===== config.mk =====
export PLATFORM = sky130hd
export DESIGN_NAME = mbinit_sb_tx_arbiter_flat
export DESIGN_NICKNAME = d
export VERILOG_FILES = /design/src/rtl/mbinit_pkg.sv /design/src/rtl/mbinit_sb_tx_arbiter_if.sv /design/src/rtl/mbinit_rr_picker.sv /design/src/rtl/mbinit_sb_tx_arbiter.sv /design/src/flat_wrapper.sv
export SDC_FILE = /design/constraint.sdc
export NUM_CORES = 1
export LEC_CHECK = 0
export ABC_AREA = 1
export CORE_ASPECT_RATIO = 0.6
export CORE_MARGIN = 2
export CORE_UTILIZATION = 27
export DETAILED_ROUTE_END_ITERATION = 7
export PLACE_DENSITY_LB_ADDON = 0.2
export SLEW_MARGIN = 25
export SYNTH_ARGS = -nofsm -noshare
export SYNTH_HDL_FRONTEND = slang
export SYNTH_HIERARCHICAL = 1
export SYNTH_SLANG_ARGS = --single-unit
export TNS_END_PERCENT = 10

===== constraint.sdc =====
create_clock -name CLK -period 3.42 [get_ports CLK]
set_input_delay 0.513 -clock CLK [delete_from_list [all_inputs] [get_ports CLK]]
set_output_delay 0.513 -clock CLK [all_outputs]
set_load 0.05 [all_outputs]

===== src/rtl/mbinit_pkg.sv =====
// Shared MBINIT definitions: sideband message codes, requester indices and
// the sideband TX arbiter state encoding.
package mbinit_pkg;

  localparam logic [3:0] MSG_START_REQ          = 4'd1;
  localparam logic [3:0] MSG_START_RESP         = 4'd2;
  localparam logic [3:0] MSG_END_REQ            = 4'd3;
  localparam logic [3:0] MSG_END_RESP           = 4'd4;
  localparam logic [3:0] MSG_APPLY_DEGRADE_REQ  = 4'd5;
  localparam logic [3:0] MSG_APPLY_DEGRADE_RESP = 4'd6;

  localparam int REQ_PARAM      = 0;
  localparam int REQ_CAL        = 1;
  localparam int REQ_REPAIRCLK  = 2;
  localparam int REQ_REPAIRVAL  = 3;
  localparam int REQ_REVERSALMB = 4;
  localparam int REQ_REPAIRMB   = 5;

  typedef enum logic [1:0] {
    ST_IDLE      = 2'd0,
    ST_SEND      = 2'd1,
    ST_WAIT_DONE = 2'd2
  } sb_arb_state_t;

endpackage


===== src/rtl/mbinit_sb_tx_arbiter_if.sv =====
// Handshake between the sideband TX arbiter (master) and the packetiser (slave).
interface mbinit_sb_tx_arbiter_if #(
  parameter int MSG_W  = 4,
  parameter int INFO_W = 3,
  parameter int ID_W   = 3
) ();

  logic              o_sb_tx_valid;
  logic [MSG_W-1:0]  o_sb_tx_msg;
  logic [INFO_W-1:0] o_sb_tx_info;
  logic [ID_W-1:0]   o_sb_tx_src;
  logic              i_sb_tx_ack;
  logic              i_sb_tx_done;

  modport master (
    output o_sb_tx_valid, o_sb_tx_msg, o_sb_tx_info, o_sb_tx_src,
    input  i_sb_tx_ack, i_sb_tx_done
  );

  modport slave (
    input  o_sb_tx_valid, o_sb_tx_msg, o_sb_tx_info, o_sb_tx_src,
    output i_sb_tx_ack, i_sb_tx_done
  );

endinterface


===== src/rtl/mbinit_rr_picker.sv =====
// Round-robin winner search: first set pending bit at or above rr_ptr, wrapping.
module mbinit_rr_picker #(
  parameter int NUM_REQ = 6,
  parameter int ID_W    = $clog2(NUM_REQ)
) (
  input  logic [NUM_REQ-1:0] i_pending,
  input  logic [ID_W-1:0]    i_rr_ptr,
  output logic [ID_W-1:0]    o_winner,
  output logic               o_found
);

  always_comb begin
    int idx;
    o_found  = 1'b0;
    o_winner = '0;
    idx      = 0;
    // Walk offsets high to low so the smallest offset from rr_ptr wins last.
    for (int i = NUM_REQ - 1; i >= 0; i--) begin
      idx = (int'(i_rr_ptr) + i) % NUM_REQ;
      if (i_pending[ID_W'(idx)]) begin
        o_found  = 1'b1;
        o_winner = ID_W'(idx);
      end
    end
  end

endmodule


===== src/rtl/mbinit_sb_tx_arbiter.sv =====
// Serialises one-cycle message pulses from the MBINIT substate controllers onto
// the single sideband TX path, round-robin, one message in flight at a time.
//   state        | meaning
//   ST_IDLE      | channel free, picking next pending requester
//   ST_SEND      | message presented, waiting for packetiser ack
//   ST_WAIT_DONE | accepted, waiting for serialisation done
module mbinit_sb_tx_arbiter #(
  parameter int NUM_REQ        = 6,
  parameter int MSG_W          = 4,
  parameter int INFO_W         = 3,
  parameter int TIMEOUT_CYCLES = 8000
) (
  input  logic                      CLK,
  input  logic                      rst_n,
  input  logic [NUM_REQ-1:0]        i_req_valid,
  input  logic [NUM_REQ*MSG_W-1:0]  i_req_msg,
  input  logic [NUM_REQ*INFO_W-1:0] i_req_info,
  input  logic                      i_flush,
  mbinit_sb_tx_arbiter_if.master    sb_tx,
  output logic                      o_busy,
  output logic                      o_falling_edge_busy,
  output logic [NUM_REQ-1:0]        o_grant,
  output logic                      o_drop_err,
  output logic                      o_timeout
);
  import mbinit_pkg::*;

  localparam int              ID_W     = $clog2(NUM_REQ);
  localparam logic [ID_W-1:0] LAST_ID  = ID_W'(NUM_REQ - 1);
  localparam int              TMR_W    = (TIMEOUT_CYCLES > 1) ? $clog2(TIMEOUT_CYCLES) : 1;
  localparam int              TMR_LD_I = (TIMEOUT_CYCLES > 0) ? TIMEOUT_CYCLES - 1 : 0;
  localparam logic [TMR_W-1:0] TMR_LOAD = TMR_W'(TMR_LD_I);

  sb_arb_state_t     r_state;
  logic [NUM_REQ-1:0] r_pending;
  logic [MSG_W-1:0]  r_hold_msg  [NUM_REQ];
  logic [INFO_W-1:0] r_hold_info [NUM_REQ];
  logic [ID_W-1:0]   r_rr_ptr;
  logic [ID_W-1:0]   r_src;
  logic [TMR_W-1:0]  r_timer;
  logic              r_valid;
  logic [MSG_W-1:0]  r_msg;
  logic [INFO_W-1:0] r_info;
  logic              r_busy;
  logic              r_busy_prev;
  logic              r_feb;
  logic [NUM_REQ-1:0] r_grant;
  logic              r_drop_err;
  logic              r_timeout;

  logic [ID_W-1:0]    w_winner;
  logic               w_found;
  logic               w_start;
  logic               w_complete;
  logic               w_abandon;
  logic [NUM_REQ-1:0] w_clr;
  logic [NUM_REQ-1:0] w_src_onehot;
  logic [ID_W-1:0]    w_ptr_after_src;

  mbinit_rr_picker #(
    .NUM_REQ (NUM_REQ),
    .ID_W    (ID_W)
  ) u_rr_picker (
    .i_pending (r_pending),
    .i_rr_ptr  (r_rr_ptr),
    .o_winner  (w_winner),
    .o_found   (w_found)
  );

  assign w_start    = (r_state == ST_IDLE) && w_found && !i_flush;
  assign w_clr      = w_start ? (NUM_REQ'(1) << w_winner) : '0;
  // Ack and done together in SEND complete directly.
  assign w_complete = ((r_state == ST_WAIT_DONE) && sb_tx.i_sb_tx_done) ||
                      ((r_state == ST_SEND) && sb_tx.i_sb_tx_ack && sb_tx.i_sb_tx_done);
  assign w_abandon  = (TIMEOUT_CYCLES != 0) && (r_state != ST_IDLE) &&
                      (r_timer == '0) && !w_complete;
  assign w_src_onehot    = NUM_REQ'(1) << r_src;
  assign w_ptr_after_src = (r_src == LAST_ID) ? '0 : r_src + 1'b1;

  always_ff @(posedge CLK or negedge rst_n) begin
    if (!rst_n) begin
      r_pending  <= '0;
      r_drop_err <= 1'b0;
      for (int k = 0; k < NUM_REQ; k++) begin
        r_hold_msg[k]  <= '0;
        r_hold_info[k] <= '0;
      end
    end else begin
      r_drop_err <= !i_flush && |(i_req_valid & r_pending & ~w_clr);
      for (int k = 0; k < NUM_REQ; k++) begin
        if (i_flush) begin
          r_pending[k] <= 1'b0;
        end else if (i_req_valid[k]) begin
          r_pending[k] <= 1'b1;
          if (!r_pending[k] || w_clr[k]) begin
            r_hold_msg[k]  <= i_req_msg[k*MSG_W +: MSG_W];
            r_hold_info[k] <= i_req_info[k*INFO_W +: INFO_W];
          end
        end else if (w_clr[k]) begin
          r_pending[k] <= 1'b0;
        end
      end
    end
  end

  always_ff @(posedge CLK or negedge rst_n) begin
    if (!rst_n) begin
      r_state     <= ST_IDLE;
      r_valid     <= 1'b0;
      r_msg       <= '0;
      r_info      <= '0;
      r_src       <= '0;
      r_rr_ptr    <= '0;
      r_timer     <= '0;
      r_busy      <= 1'b0;
      r_busy_prev <= 1'b0;
      r_feb       <= 1'b0;
      r_grant     <= '0;
      r_timeout   <= 1'b0;
    end else begin
      r_grant     <= '0;
      r_timeout   <= 1'b0;
      r_busy_prev <= r_busy;
      r_feb       <= r_busy_prev & ~r_busy;
      if (r_timer != '0) r_timer <= r_timer - 1'b1;

      if (i_flush) begin
        r_state <= ST_IDLE;
        r_valid <= 1'b0;
        r_busy  <= 1'b0;
      end else if (w_complete || w_abandon) begin
        r_state   <= ST_IDLE;
        r_valid   <= 1'b0;
        r_busy    <= 1'b0;
        r_rr_ptr  <= w_ptr_after_src;
        r_grant   <= w_complete ? w_src_onehot : '0;
        r_timeout <= w_abandon;
      end else begin
        case (r_state)
          ST_IDLE: begin
            if (w_found) begin
              r_state <= ST_SEND;
              r_valid <= 1'b1;
              r_busy  <= 1'b1;
              r_msg   <= r_hold_msg[w_winner];
              r_info  <= r_hold_info[w_winner];
              r_src   <= w_winner;
              r_timer <= TMR_LOAD;
            end
          end
          ST_SEND: begin
            if (sb_tx.i_sb_tx_ack) begin
              r_state <= ST_WAIT_DONE;
              r_valid <= 1'b0;
            end
          end
          default: ;
        endcase
      end
    end
  end

  assign sb_tx.o_sb_tx_valid = r_valid;
  assign sb_tx.o_sb_tx_msg   = r_msg;
  assign sb_tx.o_sb_tx_info  = r_info;
  assign sb_tx.o_sb_tx_src   = r_src;
  assign o_busy              = r_busy;
  assign o_falling_edge_busy = r_feb;
  assign o_grant             = r_grant;
  assign o_drop_err          = r_drop_err;
  assign o_timeout           = r_timeout;

endmodule


===== src/flat_wrapper.sv =====
// flat-port wrapper written by rule: the top's interface ports become plain ports
module mbinit_sb_tx_arbiter_flat import mbinit_pkg::*;
#(
  parameter int NUM_REQ        = 6,
  parameter int MSG_W          = 4,
  parameter int INFO_W         = 3,
  parameter int TIMEOUT_CYCLES = 8000
)
  (CLK, rst_n, i_req_valid, i_req_msg, i_req_info, i_flush, o_busy, o_falling_edge_busy, o_grant, o_drop_err, o_timeout, sb_tx_o_sb_tx_valid, sb_tx_o_sb_tx_msg, sb_tx_o_sb_tx_info, sb_tx_o_sb_tx_src, sb_tx_i_sb_tx_ack, sb_tx_i_sb_tx_done);
  mbinit_sb_tx_arbiter_if #(.MSG_W(MSG_W), .INFO_W(INFO_W), .ID_W((3))) sb_tx_i ();
  input  logic CLK;
  input  logic rst_n;
  input  logic [NUM_REQ-1:0] i_req_valid;
  input  logic [NUM_REQ*MSG_W-1:0] i_req_msg;
  input  logic [NUM_REQ*INFO_W-1:0] i_req_info;
  input  logic i_flush;
  output logic o_busy;
  output logic o_falling_edge_busy;
  output logic [NUM_REQ-1:0] o_grant;
  output logic o_drop_err;
  output logic o_timeout;
  output wire logic [$bits(sb_tx_i.o_sb_tx_valid)-1:0] sb_tx_o_sb_tx_valid;
  output wire logic [$bits(sb_tx_i.o_sb_tx_msg)-1:0] sb_tx_o_sb_tx_msg;
  output wire logic [$bits(sb_tx_i.o_sb_tx_info)-1:0] sb_tx_o_sb_tx_info;
  output wire logic [$bits(sb_tx_i.o_sb_tx_src)-1:0] sb_tx_o_sb_tx_src;
  input wire logic [$bits(sb_tx_i.i_sb_tx_ack)-1:0] sb_tx_i_sb_tx_ack;
  input wire logic [$bits(sb_tx_i.i_sb_tx_done)-1:0] sb_tx_i_sb_tx_done;
  assign sb_tx_o_sb_tx_valid = sb_tx_i.o_sb_tx_valid;
  assign sb_tx_o_sb_tx_msg = sb_tx_i.o_sb_tx_msg;
  assign sb_tx_o_sb_tx_info = sb_tx_i.o_sb_tx_info;
  assign sb_tx_o_sb_tx_src = sb_tx_i.o_sb_tx_src;
  assign sb_tx_i.i_sb_tx_ack = sb_tx_i_sb_tx_ack;
  assign sb_tx_i.i_sb_tx_done = sb_tx_i_sb_tx_done;
  mbinit_sb_tx_arbiter #(.NUM_REQ(NUM_REQ), .MSG_W(MSG_W), .INFO_W(INFO_W), .TIMEOUT_CYCLES(TIMEOUT_CYCLES)) u_core (.CLK(CLK), .rst_n(rst_n), .i_req_valid(i_req_valid), .i_req_msg(i_req_msg), .i_req_info(i_req_info), .i_flush(i_flush), .sb_tx(sb_tx_i), .o_busy(o_busy), .o_falling_edge_busy(o_falling_edge_busy), .o_grant(o_grant), .o_drop_err(o_drop_err), .o_timeout(o_timeout));
endmodule

# --- Yosys cells after proc, flatten, opt, wreduce, memory -nomap -nowiden ---
# Index checks and enable logic that the tools add are counted.
totals:
  register_bits: 88
  in_bits: 53
  elab_cells: 193
classes:
  addsub: 7
  div_mod_pow: 6
  magnitude_cmp: 7
  n_eq_ne: 5
  shifts: 2
  mux: 79
  bitwise_logic: 8
  reduce_logical: 48
op_table:
  columns: ["operator", "n"]
  rows:
  - ["32-bit by 4-bit remainder unit with 32-bit output (second input constant)", 5]
  - ["13-bit two-way mux", 5]
  - ["1-bit two-way mux", 45]
  - ["4-bit by 4-bit remainder unit with 32-bit output (second input constant)", 1]
  - ["3-bit by 5-bit < comparator with 1-bit output (second input constant)", 6]
  - ["3-bit two-way mux", 9]
  - ["6-bit two-way mux", 4]
  - ["3-bit nonzero test", 8]
  - ["3-bit AND reduction", 7]
  - ["1-bit binary-select mux with 3-bit select", 6]
  - ["13-bit zero test", 1]
  - ["13-bit nonzero test", 1]
  - ["13-bit by 1-bit subtractor with 13-bit output (second input constant)", 1]
  - ["6-bit AND", 2]
  - ["4-bit binary-select mux with 3-bit select", 1]
  - ["1-bit by 3-bit left shift with 6-bit output (first input constant)", 2]
  - ["3-bit binary-select mux with 3-bit select", 1]
  - ["3-bit by 2-bit adder with 4-bit output (second input constant)", 2]
  - ["3-bit by 3-bit adder with 4-bit output (second input constant)", 2]
  - ["1-bit logical AND", 8]
  - ["1-bit zero test", 8]
  - ["1-bit logical OR", 8]
  - ["2-bit two-way mux", 4]
  - ["4-bit two-way mux", 2]
  - ["20 further kinds", 23]

# --- Depth between registers and ports, before layout ---
depth:
  word_depth: 18
  depth_mapped: 33
  mapped_depth_nobuf: 30

# --- Modules after synthesis ---
# The synthesis kept the hierarchy.
by_module_without_submodules:
  columns: ["module", "n_inst", "cells_per_inst", "area_each_um2", "seq_area_each_um2"]
  rows:
  - ["mbinit_sb_tx_arbiter", 1, 515, 4247.8, 2177.1]
  - ["mbinit_rr_picker", 1, 182, 992.2, 0.0]

# --- Worst setup path before layout ---
# OpenSTA, ideal clock, no wires.
synth_timing:
  path_kind: "register to register"
  startpoint: "register u_core.r_rr_ptr[1]"
  endpoint: "register u_core/r_hold_info[5] (netlist bit)"
  setup_time_ns: 0.117
  arrival_time_ns: 3.363
  slack_ns: -0.060
  path_stages_with_launch: 28
  n_path_buf: 1
  period_less_slack_ns: 3.480
  path_cell_list: "dfrtp_1 inv_1 ha_1 a21oi_4 inv_2 ha_1 nor2_1 nand3_1 nand2_2 nand2_2 nand2_1 nand2_1 nand3_1 nand2_2 inv_2 nand2_1 nand2_1 nand2_1 nand3_1 nand2_1 nor2_4 nand2_2 or2_1 nand2_2 nand3_2 buf_6 nand2_1 o21ai_2"
synth_via:
  word_cells_on_any_way: 47
  cone_classes: "add/sub: 5; div: 6; shift: 1; mux: 31; reduce/logical: 4"
synth_rtl:
  columns: ["item", "line", "rtl"]
  rows:
  - ["start: declaration", "mbinit_sb_tx_arbiter.sv:38", "logic [ID_W-1:0] r_rr_ptr;"]
  - ["start signal: assignment", "mbinit_sb_tx_arbiter.sv:135", "r_rr_ptr <= w_ptr_after_src;"]
  - ["3-bit by 3-bit adder with 4-bit output", "mbinit_rr_picker.sv:19", "idx = (int'(i_rr_ptr) + i) % NUM_REQ;"]
  - ["32-bit by 4-bit remainder unit with 32-bit output", "mbinit_rr_picker.sv:19", null]
  - ["1-bit binary-select mux with 3-bit select", "mbinit_rr_picker.sv:20", "if (i_pending[ID_W'(idx)]) begin"]
  - ["1-bit two-way mux (not written as such) (2 in a row)", "mbinit_rr_picker.sv:20", null]
  - ["3-bit two-way mux (5 in a row)", "mbinit_rr_picker.sv:20", null]
  - ["3-bit two-way mux (*)", "mbinit_rr_picker.sv:20", null]
  - ["via u_core.w_winner[0]", "mbinit_sb_tx_arbiter.sv:51", "logic [ID_W-1:0] w_winner;"]
  - ["1-bit by 3-bit left shift with 6-bit output (*)", "mbinit_sb_tx_arbiter.sv:71", "assign w_clr = w_start ? (NUM_REQ'(1) << w_winner) : '0;"]
  - ["6-bit two-way mux (*)", "mbinit_sb_tx_arbiter.sv:71", null]
  - ["1-bit logical OR (*)", "mbinit_sb_tx_arbiter.sv:95", "if (!r_pending[k] || w_clr[k]) begin"]
  - ["3-bit AND reduction (no line) (*)", null, null]
  - ["end signal: indexed assignment", "mbinit_sb_tx_arbiter.sv:97", "r_hold_info[k] <= i_req_info[k*INFO_W +: INFO_W];"]
  - ["end: declaration", "mbinit_sb_tx_arbiter.sv:37", "logic [INFO_W-1:0] r_hold_info [NUM_REQ];"]
# Mark *: on every way through the listed nets, which the timed path passes. The rest lies on a longest branch. The select of a mux whose other input is x is not followed.
# A chain may end at the register's enable or synchronous reset.

# --- Worst setup path in the final report ---
layout_timing:
  startpoint: "register u_core.r_rr_ptr[2]"
  endpoint: "register u_core/r_hold_info[4] (netlist bit)"
# The elaborated chain is that of the path after synthesis.

==> results.py <==
metrics = {
    "sta": {
        "fin_skew_ns": 0.00781,
        "rsz0062_at_grt": "yes",
        "fin_crit_ns": 3.43,
        "worst-slew-pin-transition_ns": 0.634,
        "relSlewSlack_pct": 57.7,
        "setup_violations": 7,
        "period_share_pct": 100,
        "finalHoldViolCount": 0,
        "drv_slew": 0,
        "setup_slack_ns": -0.00988,
        "timing.fmax_ghz": 0.292,
    },
    "placed_design": {
        "gp_congestion": 0.816,
        "port_buffers": 73,
        "hpwl_mm": 11.0,
    },
    "floorplanning": {
        "initial_core_util_pct": 27.5,
        "die_area_um2": 20600,
        "num_rows": 39,
        "die_h_um": 112,
        "ioPinCount": 74,
        "die_w_um": 184,
        "core_area_um2": 19000,
    },
    "critical_path": {
        "cp_common_cell": "nand2_4",
        "critPathMaxStageDelay_ns": 0.44,
        "crit_arrival_ns": 3.66,
        "cp_max_fo": 7,
        "startpoint": "u_core/r_rr_ptr[2]$_DFFE_PN0P_",
        "required_ns": 3.65,
        "critPathSlowestCell": "dfrtp_2",
        "r2r_start": "u_core/r_rr_ptr[2]$_DFFE_PN0P_",
        "start_kind": "register",
        "path_class": "register to register",
        "end_kind": "register",
    },
    "detailed_routing": {
        "vias_per_cell": 4.42,
        "drc_errors": 0,
        "wl_per_cell_um": 13.7,
        "vias": 4860,
        "dr.pass1.iters": 4,
        "first_iter_violations": 333,
        "routed_wl_mm": 15.0,
        "antenna_left": 0,
    },
    "logic_synthesis": {
        "synth_area_leaders": "dfrtp_1, nand2_1, inv_1",
        "synthTopCellsByCount": "nand2_1, inv_1, dfrtp_1",
        "syn_nets": 763,
        "ys_seq_area_share_pct": 41.5,
        "synth-seq-cells": 87,
        "synth-warning-count": 6,
        "avgSynthCellArea_um2": 7.52,
        "syn-cell-area_um2": 5240,
        "synth_cell_type_count": 42,
        "synth_top_cell_by_area": "dfrtp_1",
        "ys_async_sr_fraction_pct": 100,
        "synth_ff_type": "dfrtp_1",
        "synth_edf_count": 0,
        "synth_top_area_share_pct": 41.5,
        "post-synth-top-count-cell": "nand2_1",
        "synth_cells": 697,
    },
    "outcome": {
        "violations": "negative setup slack",
        "status": "finished with violations",
    },
    "run": {
        "maxCapViolCount": 0,
    },
    "grt": {
        "grt_pass1_wl_mm": 24.8,
        "antenna_found_initial": 0,
        "grt_max_degree": 48,
        "grt-ovfl-total": 0,
        "grt_pass1_vias": 4762,
        "grtUsageTotal_pct": 15.2,
    },
    "layout": {
        "drive_gt1_share_pct": 28.2,
        "syn_to_final_growth_pct": 45.8,
        "nets": 918,
        "n_antenna_cell": 0,
        "fill_cells": 1978,
        "final_util_pct": 40.1,
    },
    "clocking": {
        "clock-root-buffer": "clkbuf_16",
        "cts_max_level": 3,
        "max-clock-path-buffers": 2,
        "cts-hold-fix-buffers": 0,
        "clock_sinks": 87,
        "cts_tree": "done",
        "cts_made_buffers": 9,
        "clk_latency_ns": 0.34,
        "clkSlewWorstSetupHoldPaths_ns": 0.06,
    },
    "min_path": {
        "holdCritPathClass": "input pin to asynchronous set/reset pin",
    },
}
placed cells by master, fill, tap and decap left out, types with 14 or more instances in the layout:
cell	n
buf_4	72
clkdlybuf4s50_1	72
dfrtp_1	85
inv_1	99
inv_2	14
nand2_1	166
nand2_2	34
nand2_4	16
nand3_1	39
nand3_2	14
nor2_1	45
o21ai_0	19
o21ai_1	28
o21ai_2	17
final timing paths:
kind                                                     end  slack [ns]  depth (start not counted)
setup / recovery           u_core/r_hold_info[4]$_DFFE_PN0P_       -0.01                         28
min in group CLK                u_core/r_busy_prev$_DFF_PN0_        0.46                          0
setup reg to reg           u_core/r_hold_info[4]$_DFFE_PN0P_       -0.01                         28
hold reg to reg                 u_core/r_busy_prev$_DFF_PN0_        0.46                          0
max in group asynchronous  u_core/r_hold_info[1]$_DFFE_PN0P_        2.48                          2
hold / removal                   u_core/r_timer[1]$_DFF_PN0_        0.20                          1
logic make-up (layout without fill, tap and decap cells):
family / count (synthesis) / after routing / synth area share [%]
buffers and inverters: 132 / 287 / 10.4
and+or+nand+nor: 351 / 353 / 30.6
xor gates and xnor gates: 4 / 4 / 0.812
AOI/OAI and AO/OA: 110 / 110 / 13.5
DFF: 87 / 87 / 41.5
adders and majority gates: 13 / 13 / 3.10
sequential cells by signal, indices dropped and copies added (netlist names):
| name | flops |
|---|---|
| u_core/o_busy | 1 |
| u_core/o_drop_err | 1 |
| u_core/o_falling_edge_busy | 1 |
| u_core/o_grant | 6 |
| u_core/o_timeout | 1 |
| u_core/r_busy_prev | 1 |
| u_core/r_hold_info | 18 |
| u_core/r_hold_msg | 24 |
| u_core/r_pending | 6 |
| u_core/r_rr_ptr | 3 |
| u_core/r_state | 2 |
| u_core/r_timer | 13 |
| u_core/sb_tx.o_sb_tx_info | 3 |
| u_core/sb_tx.o_sb_tx_msg | 4 |
| u_core/sb_tx.o_sb_tx_src | 3 |
critical path: cells and delay by family (launching register included):
family                   cells  cell delay (ns)
AND/OR/NAND/NOR             20             1.76
adder cells (fa/ha/maj)      2             0.38
AO/OA/AOI/OAI                2             0.20
buffers and inverters        4             0.53
flip-flops                   1             0.44
metal layers:
layer / vias up / global-route usage, % / routed length (um) / share of wire, %
met2: 99 / 20.5 / 5870 / 39
met3: 7 / 2.58 / 540 / 3.6
met4: 0 / 3.04 / 97 / 0.65
li1: 2519 / - / - / -
met5: - / 0 / 0 / 0
met1: 2235 / 24.8 / 8510 / 57
stage by stage:
step	setup slack [ns]	std cells	instance area (um2)	hold slack, ns	setup TNS, ns
global route	-0.212	1100	7640	0.239	-5.30
global placement	-0.159	1067	6720	0.448	-3.35
detailed placement	-0.266	1067	6720	0.451	-5.90
CTS	0.000441	1091	7330	0.225	0
floorplan	0.0265	697	5250	0.217	0
finish	-0.00988	1100	7640	0.196	-0.0285
area by class of cell:
type                            count  area [um2]  share of cell area [%]
Clock buffer                       10         239                    3.13
Clock inverter                      3        46.3                   0.606
Inverter                          116         445                    5.83
Multi-Input combinational cell    480        2940                    38.5
Sequential cell                    87        2180                    28.5
Tap cell                          246         308                    4.03
Timing Repair Buffer              158        1480                    19.3
what timing repair did:
action                                  CTS  global route
gates cloned                              3             2
buffers inserted                          8             7
pin swaps                                22            28
gates resized for setup                  52            66
endpoints found under the setup margin   50            55
Power is left out: the tool's default activity adds up to more than one toggle a clock period on the data nets, which glitch-free logic cannot reach.
